<file path="src/rtl/coco_timer.sv">
// -----------------------------------------------------------------------------
// coco_timer
//   Memory-mapped 32-bit countdown timer that sits behind the system bridge.
//   It has two modes:
//     - one-shot (mode 0, and also modes 2/3): the interrupt flag stays set
//       until software writes CTRL.
//     - auto-reload (mode 1): the interrupt is a one-cycle pulse, and the
//       count reloads from PRESET after every expiry.
//
// Ports
//   clk    in   1   system clock; all state changes on the rising edge
//   reset  in   1   asynchronous reset, active low
//   Addr   in  32   byte address from the bridge; only Addr[3:2] is decoded
//   We     in   1   write strobe, already qualified for this device
//   WD     in  32   write data
//   RD     out 32   read data, combinational from Addr
//   IRQ    out  1   interrupt request (CTRL.IM & irq flag)
//
// Register map (Addr[3:2])
//   0 CTRL   : [0] Enable, [2:1] Mode, [3] IM; upper bits read as 0
//   1 PRESET : read/write reload value
//   2 COUNT  : read-only current count
//   3 -      : reads 0, writes ignored
// -----------------------------------------------------------------------------
module coco_timer (
  input  logic        clk,
  input  logic        reset,
  input  logic [31:0] Addr,
  input  logic        We,
  input  logic [31:0] WD,
  output logic [31:0] RD,
  output logic        IRQ
);

  typedef enum logic [1:0] {
    S_IDLE = 2'd0,
    S_LOAD = 2'd1,
    S_CNT  = 2'd2,
    S_INT  = 2'd3
  } state_t;

  localparam logic [1:0] ADDR_CTRL   = 2'd0;
  localparam logic [1:0] ADDR_PRESET = 2'd1;
  localparam logic [1:0] ADDR_COUNT  = 2'd2;

  state_t      state_reg, state_next;
  logic [3:0]  ctrl_reg, ctrl_next;
  logic [31:0] preset_reg, preset_next;
  logic [31:0] count_reg, count_next;
  logic        irq_flag_reg, irq_flag_next;

  // Only Addr[3:2] selects a register; the remaining address bits are
  // intentionally ignored.
  logic unused_addr;
  assign unused_addr = ^{Addr[31:4], Addr[1:0]};

  logic       enable;
  logic       mode_reload;
  logic       irq_mask;
  logic       expire;

  assign enable      = ctrl_reg[0];
  assign mode_reload = (ctrl_reg[2:1] == 2'b01);
  assign irq_mask    = ctrl_reg[3];

  // ---------------------------------------------------------------------------
  // State register
  // ---------------------------------------------------------------------------
  always_ff @(posedge clk or negedge reset) begin
    if (!reset) begin
      state_reg    <= S_IDLE;
      ctrl_reg     <= 4'd0;
      preset_reg   <= 32'd0;
      count_reg    <= 32'd0;
      irq_flag_reg <= 1'b0;
    end else begin
      state_reg    <= state_next;
      ctrl_reg     <= ctrl_next;
      preset_reg   <= preset_next;
      count_reg    <= count_next;
      irq_flag_reg <= irq_flag_next;
    end
  end

  // ---------------------------------------------------------------------------
  // Next-state logic: the counter FSM first, then bus writes layered on top.
  // ---------------------------------------------------------------------------
  always_comb begin
    state_next    = state_reg;
    ctrl_next     = ctrl_reg;
    preset_next   = preset_reg;
    count_next    = count_reg;
    irq_flag_next = irq_flag_reg;
    expire        = 1'b0;

    case (state_reg)
      S_IDLE: begin
        if (enable) begin
          state_next = S_LOAD;
        end
      end

      S_LOAD: begin
        count_next = preset_reg;
        state_next = S_CNT;
      end

      S_CNT: begin
        if (!enable) begin
          // Count is held so software can read where it stopped.
          state_next = S_IDLE;
        end else if (count_reg > 32'd1) begin
          count_next = count_reg - 32'd1;
        end else begin
          // A count of 0 expires just like a count of 1.
          count_next    = 32'd0;
          irq_flag_next = 1'b1;
          expire        = 1'b1;
          state_next    = S_INT;
        end
      end

      S_INT: begin
        if (mode_reload) begin
          // Auto-reload: the flag lives for exactly one cycle.
          irq_flag_next = 1'b0;
          state_next    = enable ? S_LOAD : S_IDLE;
        end else begin
          // One-shot: disarm, but leave the flag pending for software.
          ctrl_next[0] = 1'b0;
          state_next   = S_IDLE;
        end
      end

      default: begin
        state_next = S_IDLE;
      end
    endcase

    // Bus writes override the FSM's CTRL update (software's Enable wins over
    // the one-shot disarm). The write clears the flag, except on the very
    // edge where an expiry sets it, so that interrupt is not dropped.
    if (We) begin
      case (Addr[3:2])
        ADDR_CTRL: begin
          ctrl_next = WD[3:0];
          if (!expire) begin
            irq_flag_next = 1'b0;
          end
        end
        ADDR_PRESET: begin
          // Only takes effect at the next LOAD; a running count is untouched.
          preset_next = WD;
        end
        default: begin
          // COUNT is read-only and address 3 is reserved.
        end
      endcase
    end
  end

  // ---------------------------------------------------------------------------
  // Read mux and interrupt output
  // ---------------------------------------------------------------------------
  always_comb begin
    RD = 32'd0;
    case (Addr[3:2])
      ADDR_CTRL:   RD = {28'd0, ctrl_reg};
      ADDR_PRESET: RD = preset_reg;
      ADDR_COUNT:  RD = count_reg;
      default:     RD = 32'd0;
    endcase
  end

  // Masking only gates the output; the flag itself keeps its own life cycle.
  assign IRQ = irq_mask & irq_flag_reg;

endmodule

</file>
<file path="config.mk">
export PLATFORM = sky130hd
export DESIGN_NAME = coco_timer
export DESIGN_NICKNAME = d
export VERILOG_FILES = /design/src/rtl/coco_timer.sv
export SDC_FILE = /design/constraint.sdc
export NUM_CORES = 1
export LEC_CHECK = 0
export CAP_MARGIN = 0
export CORE_MARGIN = 2
export CORE_UTILIZATION = 45
export DETAILED_ROUTE_END_ITERATION = 10
export PLACE_DENSITY = 0.81
export SYNTH_ARGS = -nofsm -noshare
export SYNTH_HDL_FRONTEND = slang
export SYNTH_SLANG_ARGS = --single-unit
</file>
<file path="constraint.sdc">
create_clock -name clk -period 2.2 [get_ports clk]
set_input_delay 0.44 -clock clk [delete_from_list [all_inputs] [get_ports clk]]
set_output_delay 0.44 -clock clk [all_outputs]
set_load 0.1 [all_outputs]
</file>
# [After elaboration in Yosys (flattened, before gate mapping)]
# Cells that the tools add are included.
[word_totals] in_bits=67 mem_count=0 romBits=0 out_inout_bits=33 reg_bits=71 latchBits=0 word_cells=49 mem_bits_rw=0
[op_classes] div=0 n_reduce_logical=7 shifts=0 bitwise=1 n_lt_le_gt_ge=1 n_eq_ne=9 n_mux=24 add_sub_neg=1 n_mul=0
[ops] op="case mux 32 bit (3 select lines)" count=1
[ops] op="2-to-1 mux 32 bit" count=2
[ops] op="case mux 32 bit (2 select lines)" count=1
[ops] op="> comparator 32 x 1 -> 1 bit, second input constant" count=1
[ops] op="subtractor 32 x 1 -> 32 bit, second input constant" count=1
[ops] op="2-to-1 mux 1 bit" count=15
[ops] op="case mux 2 bit (4 select lines)" count=1
[ops] op="AND reduction 2 bit" count=4
[ops] op="equality test 2 x 1 -> 1 bit, second input constant" count=3
[ops] op="equality test 2 bit, second input constant" count=3
[ops] op="2-to-1 mux 2 bit" count=3
[ops] op="logical NOT 2 bit" count=2
[ops] op="!= test 2 bit, second input constant" count=2
[ops] op="!= test 3 bit, second input constant" count=1
[ops] op="case mux 1 bit (2 select lines)" count=1
[ops] op="nonzero test 2 bit" count=1
[ops] op="bitwise AND 1 bit" count=1

# [Logic depth before layout (Yosys ltp)]
[logic_depth] depth_word=7 mapped_depth=8 ltp_nobuf=7

# [Least setup slack after synthesis]
# Ideal clock, no wire load.
[synth_timing] path_type="input to output" from="input port Addr[3]" to="output port RD[0]" t_arrival_ns=2.924 path_slack_ns=-1.164 n_path_buf=1 required_time_ns=1.760 path_stages=3 cell_sequence="clkbuf_1 -> mux2i_1 -> o21ai_0"
[synth_via] elab_chain_cells=2 word_cells_on_any_way=4 classes_between="eq/ne (2); mux (1); reduce/logical (1)"
[synth_lines] element="from (decl)" line="28" source="input logic [31:0] Addr,"
[synth_lines] element="equality test 2 bit (tied with other cells)" line="167" source="case (Addr[3:2])"
[synth_lines] element="case mux 32 bit (3 select lines) *" line="167"
[synth_lines] element="to (decl)" line="31" source="output logic [31:0] RD,"
# Mark *: on every way between the ends. The rest lies on a longest branch, timed or not.

# [Worst setup path in the final report]
[layout_timing] from="register count_reg[29]" to="register count_reg[29]"
[layout_via] elab_chain_cells=4 word_cells_on_any_way=5 classes_between="add/sub (1); order compare (1); mux (3)"
[layout_lines] element="from (decl)" line="49" source="logic [31:0] count_reg, count_next;"
[layout_lines] element="from (signal assigned)" line="80" source="count_reg <= count_next;"
[layout_lines] element="subtractor 32 x 1 -> 32 bit or > comparator 32 x 1 -> 1 bit (tied branches)" line="113, 112"
[layout_lines] element="2-to-1 mux 32 bit *" line="112" source="end else if (count_reg > 32'd1) begin"
[layout_lines] element="2-to-1 mux 32 bit *" line="109" source="if (!enable) begin"
[layout_lines] element="case mux 32 bit (2 select lines) *" line="96" source="case (state_reg)"
# Mark *: on every way between the ends. The rest lies on a longest branch, timed or not. The select of a mux whose other input is x is not followed.
# A chain may end at the register's enable or synchronous reset.

==> impl_metrics.yaml <==
sta:
  setup_viol: 0
  drv_slew: 0
  setup_ws_ns: 0.0456
  relSlewSlack_pct: 68.2
  fin_crit_sh_pct: 97.9
  timing.hold.ws_ns: 0.529
  rsz0062_at_grt: "true"
  min_period_ns: 2.15
  skew_ns: 0.00859
  worst_pin_slew_ns: 0.477
  max_freq_mhz: 464
  hold_viol: 0
routing:
  drc_errors: 0
  num_vias: 4072
  wire_per_inst_um: 20.8
  dr.pass1.iters: 6
  wl_mm: 13.2
  drt-initial-drc-count: 294
  viasPerCell: 6.40
  antenna_left: 0
critical_path:
  rr_worst_depth: 6
  slowest_stage: "or4_4"
  critical-path-top-delay-family: "compound AO/OA/AOI/OAI gates"
  path_buf_inv: 1
  critical_path.max_fanout: 7
  start_kind: "flop"
  arrival_ns: 2.38
  timing.rr.end: "count_reg[29]"
  endpoint_kind: "flop"
  critPathRequiredTime_ns: 2.42
  critPathKind: "flop to flop"
  path_cells: "or4_4 > o21bai_4 > o31a_4 > buf_4 > o211ai_1 > o311ai_1"
  crit_cells: 6
  reg2reg_slack_ns: 0.05
  cpPeakStageDelay_ns: 0.58
  crit-reg2reg-launch: "count_reg[29]"
clock_tree:
  cts_buffers: 9
  clock_tree.root_cell: "clkbuf_8"
  cts.clk_slew.worst_paths_ns: 0.08
  cts_buffer_depth: 2
  clk_latency_ns: 0.35
  cts_tree: "done"
  cts_sinks: 71
  htree_num_levels: 3
floorplan:
  io_pins: 100
  die_height_um: 99.4
  dieArea_um2: 9880
  start_util_pct: 46.7
  rows: 34
  coreArea_um2: 8760
  die_width_um: 99.4
synthesis:
  yosysSeqAreaShare_pct: 43.4
  yosysUniqueCellTypes: 61
  ys_seq_elements: 71
  netlist_instances: 399
  synth_nets: 468
  synth_top_area_cell: "dfrtp_1"
  async_reset_ff_share_pct: 100
  synth-main-ff-cell: "dfrtp_1"
  synth_top_area_share_pct: 43.4
  avgSynthCellArea_um2: 10.3
  synth-edff-count: 0
  synth_area_um2: 4100
  ys_warn_count: 0
  synth_top_cells_by_area: "dfrtp_1 (43%), mux2_2 (9.3%), a22o_1 (7.3%), nand2_1 (3.0%), nand3_1 (2.9%)"
placement:
  io_buffer_count: 69
  placedCellCount: 611
  dp_hpwl_mm: 9.02
  place.gp.congestion: 0.937
  dp_slack_ns: -0.0698
global_route:
  grt_pass1_vias: 4113
  grt-ovfl-total: 0
  grt_pass1_wl_mm: 21.2
  grtUsageTotal_pct: 27.5
  grt_max_degree: 40
  antenna_found_initial: 0
min_path:
  holdCritPathClass: "input port to async pin"
power:
  powerDensity_nw_per_um2: 1230
  p_leak_nw: 2.63
  max-vdd-ir-drop_uv: 773
  power_mw: 7.69
finish:
  area_delta_synth_final_pct: 52.1
  final_layout_size_suffix_gt1_share_pct: 40.5
  diodes: 0
  nFillCells: 612
  fin_util_pct: 71.1
  fin_cells: 636
  regArea_um2: 1780
  multi_input_area_um2: 2390
  final_nets: 592
outcome:
  status: "completed"
job:
  max_cap_viol_count: 0
-- cells in the final DEF, fill, tap and decap left out, types with 4 or more instances in the layout --
cell / instances
mux2i_1: 4
a22o_2: 12
o21ai_2: 4
o311ai_0: 5
a22oi_1: 14
or3_1: 4
mux2_2: 34
clkdlybuf4s50_1: 33
buf_4: 64
nand4_1: 9
nor2_1: 13
nand3_1: 24
buf_12: 37
dfrtp_1: 71
inv_1: 7
a22o_4: 16
o211ai_1: 9
nor2b_1: 5
or4_1: 4
nand2_1: 32
a21oi_1: 5
o21ai_0: 15
a22o_1: 6
nor3_1: 8
clkbuf_8: 11
-- worst max path at each step --
stage          slack (ns)       endpoint          start
3_5_place_dp        -0.07         RD[20]        Addr[3]
2_1_floorplan       -0.14         RD[11]        Addr[3]
5_1_grt             -0.04  count_reg[20]   count_reg[1]
3_3_place_gp        -0.12   count_reg[7]  count_reg[10]
6_report             0.05  count_reg[29]  count_reg[29]
4_1_cts             0.002  count_reg[31]  count_reg[29]
-- cell usage after synthesis (6+ instances only) --
cell and count:
a22o_1 34, a22oi_1 14, buf_1 6, clkbuf_1 17, dfrtp_1 71, inv_1 7, mux2_2 34, nand2_1 33
nand3_1 24, nand4_1 9, nor2_1 13, nor2b_1 7, nor3_1 8, nor4_1 6, o211ai_1 9, o21ai_0 19
o311ai_0 8
-- power breakdown --
part	total (mW)	internal (mW)	switching, mW
clock network	1.01	0.478	0.528
logic	4.51	1.92	2.59
registers	2.18	1.73	0.442
-- metal layers --
metal	GRT usage [%]	wire length [µm]
met4	12.3	537
met2	44.9	6580
met5	0	0
met3	5.27	895
met1	35.6	5200
-- logic make-up (layout without fill, tap and decap cells) --
logic type,after synthesis,after routing,synth area share (%)
buffers and inverters,38,167,4.25
DFF,71,71,43.4
muxes,38,38,10.3
AOI/OAI and AO/OA,116,116,22.0
adders and majority gates,2,2,0.611
and+or+nand+nor,134,134,19.5
-- stage by stage --
stage	TNS [ns]	instance area, µm²
floorplan	-1.52	4270
global placement	-1.65	5810
detailed placement	-0.821	5810
CTS	0	6160
global route	-0.104	6230
finish	0	6230
-- layout make-up --
class                      count  share of cell area (%)
multi-input combinational    290                    38.4
sequential                    71                    28.5
timing repair buffer         144                    27.4
clock buffer                  11                    2.43
tap                          108                    2.17
clock inverter                 5                   0.643
inverter                       7                   0.422
-- timing repair --
action,CTS,global route
setup endpoints to repair,31,29
hold buffers,1,0
setup buffers,4,1
resized for setup,8,15
pin swaps,0,1
hold endpoints to repair,13,0
cloned,3,0
(Power assumes the default switching activity.)
